$ cat src/rtl/pc_sequencer.sv
// Fetch-PC sequencer: turns boot, redirects, traps, hazards and debug halt into stall/flush controls.
// Controls are combinational in the same cycle; a redirect that meets a stalled imem is parked in WAIT until imem_ready.
module pc_sequencer #(
  parameter logic [31:0] RESET_PC = 32'h0000_0000,
  parameter int unsigned CNT_W    = 16
) (
  input  logic             clk,
  input  logic             rst_n,
  input  logic             imem_ready,
  input  logic             hazard_stall,
  input  logic             redirect_e,
  input  logic [31:0]      redirect_pc,
  input  logic             trap_req,
  input  logic [31:0]      trap_pc,
  input  logic             halt_req,
  input  logic             resume,
  output logic             stallF,
  output logic             stallD,
  output logic             flushF,
  output logic             flushD,
  output logic             flushE,
  output logic [31:0]      pc_restore,
  output logic             halted,
  output logic [CNT_W-1:0] stall_cnt
);

  typedef enum logic [1:0] {
    S_BOOT = 2'd0,
    S_RUN  = 2'd1,
    S_WAIT = 2'd2,
    S_HALT = 2'd3
  } state_e;

  state_e           state_q, state_d;
  logic [31:0]      pend_pc_q, pend_pc_d;
  logic [CNT_W-1:0] stall_cnt_q, stall_cnt_d;

  logic        evt;
  logic [31:0] evt_pc;

  // Trap outranks a branch redirect resolved in the same cycle.
  assign evt    = trap_req | redirect_e;
  assign evt_pc = trap_req ? trap_pc : redirect_pc;

  always_ff @(posedge clk) begin
    if (!rst_n) begin
      state_q     <= S_BOOT;
      pend_pc_q   <= RESET_PC;
      stall_cnt_q <= '0;
    end else begin
      state_q     <= state_d;
      pend_pc_q   <= pend_pc_d;
      stall_cnt_q <= stall_cnt_d;
    end
  end

  always_comb begin
    state_d   = state_q;
    pend_pc_d = pend_pc_q;
    case (state_q)
      S_BOOT: state_d = S_RUN;
      S_RUN: begin
        if (evt) begin
          pend_pc_d = evt_pc;
          if (!imem_ready) state_d = S_WAIT;
        end else if (!hazard_stall && halt_req) begin
          state_d = S_HALT;
        end
      end
      S_WAIT: begin
        if (evt) pend_pc_d = evt_pc;
        if (imem_ready) state_d = S_RUN;
      end
      S_HALT: begin
        if (trap_req || resume) state_d = S_RUN;
      end
      default: state_d = S_BOOT;
    endcase
  end

  always_comb begin
    stallF     = 1'b0;
    stallD     = 1'b0;
    flushF     = 1'b0;
    flushD     = 1'b0;
    flushE     = 1'b0;
    halted     = 1'b0;
    pc_restore = pend_pc_q;
    case (state_q)
      S_BOOT: begin
        flushF     = 1'b1;
        flushD     = 1'b1;
        flushE     = 1'b1;
        pc_restore = RESET_PC;
      end
      S_RUN: begin
        if (evt) begin
          flushD = 1'b1;
          flushE = 1'b1;
          if (imem_ready) begin
            flushF     = 1'b1;
            pc_restore = evt_pc;
          end else begin
            stallF = 1'b1;
          end
        end else if (hazard_stall) begin
          stallF = 1'b1;
          stallD = 1'b1;
          flushE = 1'b1;
        end else if (!imem_ready) begin
          stallF = 1'b1;
          flushD = 1'b1;
        end
      end
      S_WAIT: begin
        if (evt) flushE = 1'b1;
        // A target arriving with the returning word bypasses pend_pc.
        if (imem_ready) begin
          flushF     = 1'b1;
          pc_restore = evt ? evt_pc : pend_pc_q;
        end else begin
          stallF = 1'b1;
          flushD = 1'b1;
        end
      end
      S_HALT: begin
        halted = 1'b1;
        stallF = 1'b1;
        flushD = 1'b1;
        if (trap_req) begin
          flushF     = 1'b1;
          pc_restore = trap_pc;
        end
      end
      default: ;
    endcase
  end

  always_comb begin
    stall_cnt_d = stall_cnt_q;
    if (stallF && !flushF && (stall_cnt_q != {CNT_W{1'b1}}))
      stall_cnt_d = stall_cnt_q + CNT_W'(1);
  end

  assign stall_cnt = stall_cnt_q;

endmodule

$ cat config.mk
export PLATFORM = sky130hd
export DESIGN_NAME = pc_sequencer
export DESIGN_NICKNAME = d
export VERILOG_FILES = /design/src/rtl/pc_sequencer.sv
export SDC_FILE = /design/constraint.sdc
export NUM_CORES = 1
export LEC_CHECK = 0
export ABC_AREA = 1
export CORE_UTILIZATION = 30
export CTS_CLUSTER_DIAMETER = 30
export CTS_CLUSTER_SIZE = 40
export DETAILED_ROUTE_END_ITERATION = 10
export PLACE_DENSITY = 0.65
export SYNTH_ARGS = -nofsm -noshare
export SYNTH_HDL_FRONTEND = slang
export SYNTH_SLANG_ARGS = --single-unit
$ cat constraint.sdc
create_clock -name clk -period 4.56 [get_ports clk]
set_input_delay 0.912 -clock clk [delete_from_list [all_inputs] [get_ports clk]]
set_output_delay 0.912 -clock clk [all_outputs]
set_load 0.01 [all_outputs]
==> metrics.yaml <==
run_status:
  status: "finished clean"
global_routing:
  grt_pass1_vias: 3951
  grt_max_degree: 65
  antenna_found_initial: 0
  overflow: 0
  grt_pass1_wl_microns: 19300
  grt_util_all_layers: 0.183
critical_path:
  r2r-end: "stall_cnt[14]"
  worstPathRequired_ns: 3.65
  crit_fanout: 26
  cp-end-kind: "output port"
  crit_type: "input port to output port"
  crit_path_end: "pc_restore[18]"
  reg2reg_from: "state_q[1]"
  cp.arrival_ns: 3.13
  rr_worst_depth: 9
  r2r_slack_ns: 2.30
  start_kind: "input port"
  startpoint: "trap_req"
pwr:
  irDropWorstVdd_v: 0.000178
  pwr_density_cell_mw_per_mm2: 295
  leakage_nw: 2.00
cts:
  htreeDepth: 2
  cts_tree: "done"
  cts.sinks: 50
  clk_pin_slew_ns: 0.07
  cts_buffers: 5
  cts_hold_buf: 0
  clk_path_buf_depth: 2
  clkLatencyLatePin_ns: 0.29
  root_buffer: "clkbuf_16"
  post_cts_buffers: 0
  cts_resized: 0
floorplan:
  dieArea_sq_mm: 0.0130
  row_count: 40
  die_w_microns: 114
  chipHeight_microns: 114
  num_io_pins: 126
  start_util: 0.311
  core_sq_mm: 0.0121
route:
  dr.first_iter.drc_count: 325
  remaining_drc_errors: 0
  antenna_left: 0
  drt_wl_total_microns: 12100
  dr_total_vias: 4251
  viasPerCell: 5.00
  firstDrtPassIters: 4
  avgRoutedWirePerCell_microns: 14.2
logic_synthesis:
  netlist_area_sq_mm: 0.00377
  syn_avg_cell_area_sq_um: 6.48
  postSynthCellCount: 582
  synth_seq_cells: 50
  synth.distinct_cells: 28
  synth_nets: 661
  synth_warnings: 0
  seq_area_frac_synth: 0.265
min_path:
  whs_path_depth: 2
  hold_path.class: "register to register"
  min_from: "pend_pc_q[5]"
timing:
  period_minus_slack_ns: 4.04
  worst_pin_slew_ns: 0.999
  max_freq_mhz: 247
  finalSetupTns_ns: 0
  rsz0062_at_grt: "false"
  fin_skew_ns: 0.00737
  max_slew_margin: 0.333
  drv_slew: 0
  hold_viol: 0
  worst_slack_ns: 0.517
  setup_viol_count_final: 0
  fin_crit_sh: 0.887
cells_and_area:
  layout_commonest_cell: "nand2_1"
  areaGrowthSynthToFinish_pct: 39.5
  n_antenna_cell: 0
  final_cell_mix: "134 x nand2_1, 125 x clkdlybuf4s50_1, 71 x a21oi_1, 56 x nor2_1, 53 x inv_1"
  final_cells: 850
  nFillCells: 1275
  layout.nets: 760
  drive_above_1_share: 0.0733
run:
  maxCapViolations: 0
place:
  hpwlAfterDp_microns: 8400
  gp_congestion: 0.857
  io_buffers: 125
  dpl.cell_count: 842
  pre_cts_ws_ns: 0.496
where the power goes:
group	leakage, nW	total (W)	internal, W	switching (W)
registers	0.410	0.000561	0.000507	0.0000539
logic	1.52	0.000621	0.000268	0.000353
clock network	0.0708	0.000372	0.000204	0.000168
logic make-up after synthesis:
logic type,Yosys count,synth area share
and+or+nand+nor,234,0.272
AOI/OAI and AO/OA,189,0.325
buffers and inverters,99,0.108
DFF,50,0.265
adders and majority gates,7,0.0232
xor gates and xnor gates,3,0.00697
cell type report:
class	count	area (sq um)	share of cell area
clock buffer	6	129	0.0245
clock inverter	2	13.8	0.00261
inverter	58	218	0.0414
multi-input combinational	433	2370	0.450
sequential	50	1000	0.190
tap	168	210	0.0399
timing repair buffer	133	1320	0.251
cell usage after synthesis:
cell,number,area (sq um)
nor2_8,1,20.0
a22oi_1,31,233
nand2_2,8,50.1
nand3b_1,3,22.5
a21oi_2,10,87.6
a31oi_1,1,6.26
buf_12,1,20.0
or2_2,3,18.8
buf_2,10,50.1
inv_1,54,203
o21ai_0,11,55.1
xor2_1,3,26.3
nor2_2,2,12.5
nand4_1,4,25.0
nand2_1,134,503
nor2_4,4,45.0
nand2_4,1,11.3
nand4_4,1,21.3
dfxtp_1,50,1000
clkbuf_1,29,109
nand3_1,17,85.1
buf_6,1,11.3
o211ai_1,34,255
ha_1,7,87.6
inv_2,4,15.0
a21oi_1,71,355
nor2_1,56,210
a211oi_1,31,233
per-stage QoR:
stage	utilization	hold WS, ns	cell area (sq um)	total power [W]
after floorplan	-	0.484	3770	0.000946
after global placement	0.423	0.491	5120	0.00118
after detailed placement	0.423	0.501	5120	0.00119
after CTS	0.435	0.508	5260	0.00157
after global routing	0.435	0.530	5260	0.00166
final	0.435	0.508	5260	0.00155
worst min path at each step:
stage,to,slack (ns)
after floorplan,pend_pc_q[0],0.48
after global placement,pend_pc_q[3],0.49
after detailed placement,pend_pc_q[26],0.50
after CTS,pend_pc_q[5],0.51
after global routing,pend_pc_q[19],0.53
final,pend_pc_q[5],0.51
flip-flops by register name (all words and copies together), names as in the netlist:
name       cells
state_q        2
stall_cnt     16
pend_pc_q     32
metal layers:
metal,track usage,up-vias,wire (microns)
li1,-,2176,-
met4,0.0416,0,113
met2,0.319,122,5730
met5,0,-,0
met1,0.239,1942,5540
met3,0.0275,11,700
worst max-delay path, cell delays in order:
cell,delay [ns]
clkdlybuf4s50_1,0.48
buf_4,0.22
nor2_4,0.19
nor2_4,0.04
buf_4,0.21
nand2_1,0.10
o211ai_1,0.09
a21oi_1,0.29
clkdlybuf4s50_1,0.60
No activity file was read; power rests on OpenSTA's default activity.
